$ cat config.mk
export PLATFORM = sky130hd
export DESIGN_NAME = seg7_scanner
export DESIGN_NICKNAME = d
export VERILOG_FILES = /design/src/rtl/seg7_scanner_pkg.sv /design/src/rtl/seg7_scanner_hex_to_seg7.sv /design/src/rtl/seg7_scanner.sv
export SDC_FILE = /design/constraint.sdc
export NUM_CORES = 1
export LEC_CHECK = 0
export CAP_MARGIN = 0
export CORE_MARGIN = 2
export CORE_UTILIZATION = 51
export CTS_BUF_LIST = sky130_fd_sc_hd__clkbuf_8
export CTS_CLUSTER_SIZE = 12
export DETAILED_ROUTE_END_ITERATION = 10
export GPL_ROUTABILITY_DRIVEN = 0
export PLACE_DENSITY = 0.74
export SETUP_SLACK_MARGIN = 0.15
export SYNTH_ARGS = -nofsm -noshare
export SYNTH_HDL_FRONTEND = slang
export SYNTH_SLANG_ARGS = --single-unit
export TNS_END_PERCENT = 30
$ cat constraint.sdc
create_clock -name clk -period 3.3 [get_ports clk]
set_input_delay 0.66 -clock clk [delete_from_list [all_inputs] [get_ports clk]]
set_output_delay 0.66 -clock clk [all_outputs]
set_load 0.03 [all_outputs]
$ cat src/rtl/seg7_scanner_pkg.sv
// Shared definitions for 7-segment display blocks: active-low glyphs, digit-off pattern, scan states.
// Latency: n/a (constants and types only).
// Backpressure: n/a.
package seg7_scanner_pkg;

    localparam logic [6:0] SEG_0   = 7'h40;
    localparam logic [6:0] SEG_1   = 7'h79;
    localparam logic [6:0] SEG_2   = 7'h24;
    localparam logic [6:0] SEG_3   = 7'h30;
    localparam logic [6:0] SEG_4   = 7'h19;
    localparam logic [6:0] SEG_5   = 7'h12;
    localparam logic [6:0] SEG_6   = 7'h02;
    localparam logic [6:0] SEG_7   = 7'h78;
    localparam logic [6:0] SEG_8   = 7'h00;
    localparam logic [6:0] SEG_9   = 7'h10;
    localparam logic [6:0] SEG_A   = 7'h08;
    localparam logic [6:0] SEG_B   = 7'h03;
    localparam logic [6:0] SEG_C   = 7'h46;
    localparam logic [6:0] SEG_D   = 7'h21;
    localparam logic [6:0] SEG_E   = 7'h06;
    localparam logic [6:0] SEG_F   = 7'h0E;
    localparam logic [6:0] SEG_OFF = 7'h7F;

    localparam logic [3:0] DIG_OFF = 4'hF;

    typedef enum logic {
        S_BLANK = 1'b0,
        S_DRIVE = 1'b1
    } scan_state_t;

endpackage

$ cat src/rtl/seg7_scanner_hex_to_seg7.sv
// Hex nibble to active-low {g,f,e,d,c,b,a} segment pattern.
// Latency: combinational.
// Backpressure: none.
module hex_to_seg7
    import seg7_scanner_pkg::*;
(
    input  logic [3:0] nibble,
    output logic [6:0] seg_n
);

    always_comb begin
        seg_n = SEG_OFF;
        case (nibble)
            4'h0: seg_n = SEG_0;
            4'h1: seg_n = SEG_1;
            4'h2: seg_n = SEG_2;
            4'h3: seg_n = SEG_3;
            4'h4: seg_n = SEG_4;
            4'h5: seg_n = SEG_5;
            4'h6: seg_n = SEG_6;
            4'h7: seg_n = SEG_7;
            4'h8: seg_n = SEG_8;
            4'h9: seg_n = SEG_9;
            4'hA: seg_n = SEG_A;
            4'hB: seg_n = SEG_B;
            4'hC: seg_n = SEG_C;
            4'hD: seg_n = SEG_D;
            4'hE: seg_n = SEG_E;
            4'hF: seg_n = SEG_F;
            default: seg_n = SEG_OFF;
        endcase
    end

endmodule

$ cat src/rtl/seg7_scanner.sv
// Four-digit common-anode 7-segment scanner with per-frame input snapshot and blanking gaps.
// Latency: digit lit BLANK_CYC cycles after its slot starts; inputs visible within 1 frame + BLANK_CYC + 1.
// Backpressure: none; inputs are sampled once per frame and ignored otherwise.
module seg7_scanner
    import seg7_scanner_pkg::*;
#(
    parameter int SCAN_DIV  = 4096,
    parameter int BLANK_CYC = 64
) (
    input  logic        clk,
    input  logic        reset,
    input  logic [15:0] digit_data,
    input  logic [3:0]  dp_in,
    input  logic [3:0]  blank_in,
    output logic [6:0]  seg_n,
    output logic        dp_n,
    output logic [3:0]  dig_n
);

    localparam int MAX_CYC = (SCAN_DIV > BLANK_CYC) ? SCAN_DIV : BLANK_CYC;
    localparam int CNT_W   = (MAX_CYC > 1) ? $clog2(MAX_CYC) : 1;

    localparam logic [CNT_W-1:0] BLANK_LAST = CNT_W'(BLANK_CYC - 1);
    localparam logic [CNT_W-1:0] SCAN_LAST  = CNT_W'(SCAN_DIV - 1);

    scan_state_t      state_q, state_d;
    logic [CNT_W-1:0] cnt_q, cnt_d;
    logic [1:0]       idx_q, idx_d;

    logic [15:0]      snap_data_q;
    logic [3:0]       snap_dp_q;
    logic [3:0]       snap_blank_q;

    logic [6:0]       seg_q, seg_d;
    logic             dp_q, dp_d;
    logic [3:0]       dig_q, dig_d;

    logic             snap_en;
    logic [15:0]      cur_data;
    logic [3:0]       cur_dp;
    logic [3:0]       cur_blank;
    logic [3:0]       cur_nib;
    logic [6:0]       hex_seg;

    assign snap_en = (state_q == S_BLANK) && (idx_q == 2'd0) && (cnt_q == '0);

    // Bypass the snapshot on the capture edge so BLANK_CYC=1 still shows this frame's values.
    assign cur_data  = snap_en ? digit_data : snap_data_q;
    assign cur_dp    = snap_en ? dp_in      : snap_dp_q;
    assign cur_blank = snap_en ? blank_in   : snap_blank_q;
    assign cur_nib   = cur_data[{idx_q, 2'b00} +: 4];

    hex_to_seg7 u_hex (
        .nibble (cur_nib),
        .seg_n  (hex_seg)
    );

    always_comb begin
        state_d = state_q;
        cnt_d   = cnt_q;
        idx_d   = idx_q;
        seg_d   = seg_q;
        dp_d    = dp_q;
        dig_d   = dig_q;
        case (state_q)
            S_BLANK: begin
                seg_d = SEG_OFF;
                dp_d  = 1'b1;
                dig_d = DIG_OFF;
                if (cnt_q == BLANK_LAST) begin
                    state_d = S_DRIVE;
                    cnt_d   = '0;
                    seg_d   = hex_seg;
                    dp_d    = ~cur_dp[idx_q];
                    dig_d   = cur_blank[idx_q] ? DIG_OFF : ~(4'b0001 << idx_q);
                end else begin
                    cnt_d = cnt_q + CNT_W'(1);
                end
            end
            S_DRIVE: begin
                if (cnt_q == SCAN_LAST) begin
                    state_d = S_BLANK;
                    cnt_d   = '0;
                    idx_d   = idx_q + 2'd1;
                    seg_d   = SEG_OFF;
                    dp_d    = 1'b1;
                    dig_d   = DIG_OFF;
                end else begin
                    cnt_d = cnt_q + CNT_W'(1);
                end
            end
            default: begin
                state_d = S_BLANK;
                cnt_d   = '0;
                idx_d   = 2'd0;
                seg_d   = SEG_OFF;
                dp_d    = 1'b1;
                dig_d   = DIG_OFF;
            end
        endcase
    end

    always_ff @(posedge clk) begin
        if (reset) begin
            state_q <= S_BLANK;
            cnt_q   <= '0;
            idx_q   <= 2'd0;
            seg_q   <= SEG_OFF;
            dp_q    <= 1'b1;
            dig_q   <= DIG_OFF;
        end else begin
            state_q <= state_d;
            cnt_q   <= cnt_d;
            idx_q   <= idx_d;
            seg_q   <= seg_d;
            dp_q    <= dp_d;
            dig_q   <= dig_d;
        end
    end

    always_ff @(posedge clk) begin
        if (reset) begin
            snap_data_q  <= '0;
            snap_dp_q    <= '0;
            snap_blank_q <= '0;
        end else if (snap_en) begin
            snap_data_q  <= digit_data;
            snap_dp_q    <= dp_in;
            snap_blank_q <= blank_in;
        end
    end

    assign seg_n = seg_q;
    assign dp_n  = dp_q;
    assign dig_n = dig_q;

endmodule

==> results.yml <==
outcome:
  status: "finished, final reports clean"
synth:
  synth_ff_type: "dfxtp_1"
  synth_nets: 316
  syn_avg_cell_area_sq_um: 9.58
  ys_ff_latch: 51
  yosysSeqAreaShare: 0.383
  synth_async_sr_flop_share: 0
  syn_inst: 278
  synth_edf_count: 0
  synth_warnings: 0
  syn_area_sq_um: 2660
  synth.distinct_cells: 43
cts:
  clkLatencyLatePin_ns: 0.30
  clock_path_buffers: 2
  hold_buffers: 0
  cts_tree: "built"
  root_buffer: "clkbuf_8"
  numCtsBuffers: 5
  cts_max_level: 2
  cts_resized: 0
  cts_num_sinks: 51
  clkTransAtPathRegs_ns: 0.10
  postCtsSetupBuffers: 0
timing:
  timing.final.hold_violations: 0
  rsz0062_at_grt: "true"
  post-route-period-util: 0.890
  finalMaxSlewViolations: 0
  setup_violations: 0
  fmax_ghz: 0.340
  fin_setup_tns_ns: 0
  skew_ns: 0.00592
  whs_ns: 0.494
  slew_headroom: 0.586
  period_needed_ns: 2.94
  worst-slew-pin-transition_ns: 0.618
place:
  numPortBuffers: 37
  placed_area_sq_um: 3110
  place_hpwl_microns: 4010
power:
  power_w: 0.00141
  power.density_nw_per_um2: 437
  power.leakage_nw: 1.30
  vdd_drop_max_v: 0.000292
floorplanning:
  io_pins: 38
  rows: 26
  die_h_microns: 76.3
  fp.dieArea_sq_um: 5810
  initial_core_util: 0.525
  die_w_microns: 76.3
  core_sq_um: 5070
routing:
  drt_iter0_drc: 125
  vias: 2047
  finalWirelength_microns: 5390
  met3WireLength_microns: 189
  met2_length_microns: 2530
  wire_per_inst_microns: 13.9
  topRoutingLayerUsed: "met4"
  ant_nets: 0
  wl_met1_microns: 2640
  firstDrtPassIters: 5
  route.detailed.drc: 0
  via_per_inst: 5.28
min_path:
  hold_path_depth: 2
  hold_path.class: "reg -> reg"
critical_path:
  worst_setup_path_start_kind: "flop"
  path_max_fanout: 36
  critPathKind: "reg -> reg"
  crit_arrival_ns: 3.12
  critPathCaptureType: "flop"
  reg2reg_setup_slack_ns: 0.36
  required_ns: 3.49
  r2r_cells: 11
finish:
  nFillCells: 450
  final_util: 0.638
  fin_nets: 355
  final_area_sq_um: 3240
  syn_to_final_growth_pct: 21.5
  drive_above_1_share: 0.113
  antenna_cells: 0
grt:
  grt_pass1_vias: 1917
  grt_use_total: 0.193
  antenna_found_initial: 0
  grt_overflow_total: 0
  grt_max_degree: 37
  grt_pass1_wl_microns: 9210
job:
  timing.max_cap.violations: 0
==> metrics by stage <==
stage	std cells	setup slack, ns
6_report	388	0.362
5_1_grt	388	0.115
4_1_cts	388	0.334
3_5_place_dp	380	0.355
3_3_place_gp	380	0.454
2_1_floorplan	278	0.199
==> state kept, by name, indices dropped and copies added, names as in the netlist <==
| register | flops |
|---|---|
| snap_blank_q | 4 |
| dp_n | 1 |
| seg_n | 7 |
| dig_n | 4 |
| cnt_q | 12 |
| idx_q | 2 |
| snap_dp_q | 4 |
| state_q | 1 |
| snap_data_q | 16 |
==> worst max-delay path, cell delays in order (launching register included) <==
cell and delay, ns:
dfxtp_1 0.40, inv_1 0.06, ha_1 0.18, nor4b_2 0.15, nand4_1 0.15, buf_12 0.24, mux2i_1 0.13, mux4_2 0.57
ha_1 0.25, or3_1 0.38, a31oi_1 0.20, a21oi_1 0.09
==> power breakdown <==
part / leakage [nW] / total (W) / internal, W / switching (W)
combinational: 0.820 / 0.000302 / 0.000152 / 0.000150
sequential: 0.417 / 0.000663 / 0.000647 / 0.0000160
clock: 0.0587 / 0.000449 / 0.000230 / 0.000219
==> Yosys cell counts, types with 2 or more instances <==
library cell	instances	area (sq um)
mux2i_4	2	45.0
o22ai_1	4	25.0
a21oi_1	10	50.1
dfxtp_1	51	1020
clkbuf_1	6	22.5
mux4_2	10	225
nand2_1	10	37.5
o21ai_0	4	20.0
nor3_1	6	30.0
buf_6	3	33.8
nand4_1	3	18.8
nor2_1	55	206
nand3_1	5	25.0
o211ai_1	4	30.0
xnor2_1	7	61.3
or2_2	2	12.5
xor2_1	8	70.1
and3_1	2	12.5
mux2i_1	24	240
or3_1	4	25.0
inv_1	20	75.1
ha_1	12	150
a31oi_1	6	37.5
==> cells in the final DEF (no fill, tap or decap), drive strengths merged, types with 2 or more instances in the layout <==
cell           netlist  final
xnor2                7      7
clkdlybuf4s50        0     37
nand2               10     10
nand4                3      3
or3                  4      4
o21ai                5      5
buf                  6      7
xor2                 8      8
a31oi                6      6
clkbuf               6      5
a21oi               10     10
nor3                 6      6
inv                 20     21
mux2i               27     27
o22ai                4      4
mux4                10     10
nor4                 2      2
and3                 2      2
nand3                5      5
nor2                55     55
ha                  12     12
o211ai               4      4
dfxtp               51     51
or2                  2      2
==> layout make-up <==
type | instances | area, sq um | share of cell area
well taps | 70 | 87.6 | 0.0271
repair buffers | 44 | 435 | 0.135
flip-flops and latches | 51 | 1020 | 0.316
clock inverters | 3 | 47.5 | 0.0147
inverters | 20 | 75.1 | 0.0232
clock buffers | 5 | 68.8 | 0.0213
multi-input cells | 195 | 1500 | 0.464
==> kinds of logic after synthesis <==
logic type	after synthesis	synth area share
AOI/OAI and AO/OA	36	0.0883
xor gates and xnor gates	15	0.0493
adders and majority gates	12	0.0564
buffers and inverters	32	0.0554
DFF	51	0.383
muxes	38	0.203
and+or+nand+nor	94	0.164
==> final timing paths <==
path                                            start                     to
worst max-delay path              cnt_q[0]$_SDFF_PP0_  seg_n[0]$_SDFFE_PP1P_
worst min register to register  dig_n[3]$_SDFFE_PP1P_  dig_n[3]$_SDFFE_PP1P_
worst max register to register    cnt_q[0]$_SDFF_PP0_  seg_n[0]$_SDFFE_PP1P_
worst min-delay path            dig_n[3]$_SDFFE_PP1P_  dig_n[3]$_SDFFE_PP1P_
==> layer usage <==
layer | up-vias | track usage
li1 | 1043 | -
met1 | 958 | 0.275
met2 | 44 | 0.312
met3 | 2 | 0.0273
met4 | 0 | 0.0436
met5 | - | 0
(Power assumes the default switching activity.)
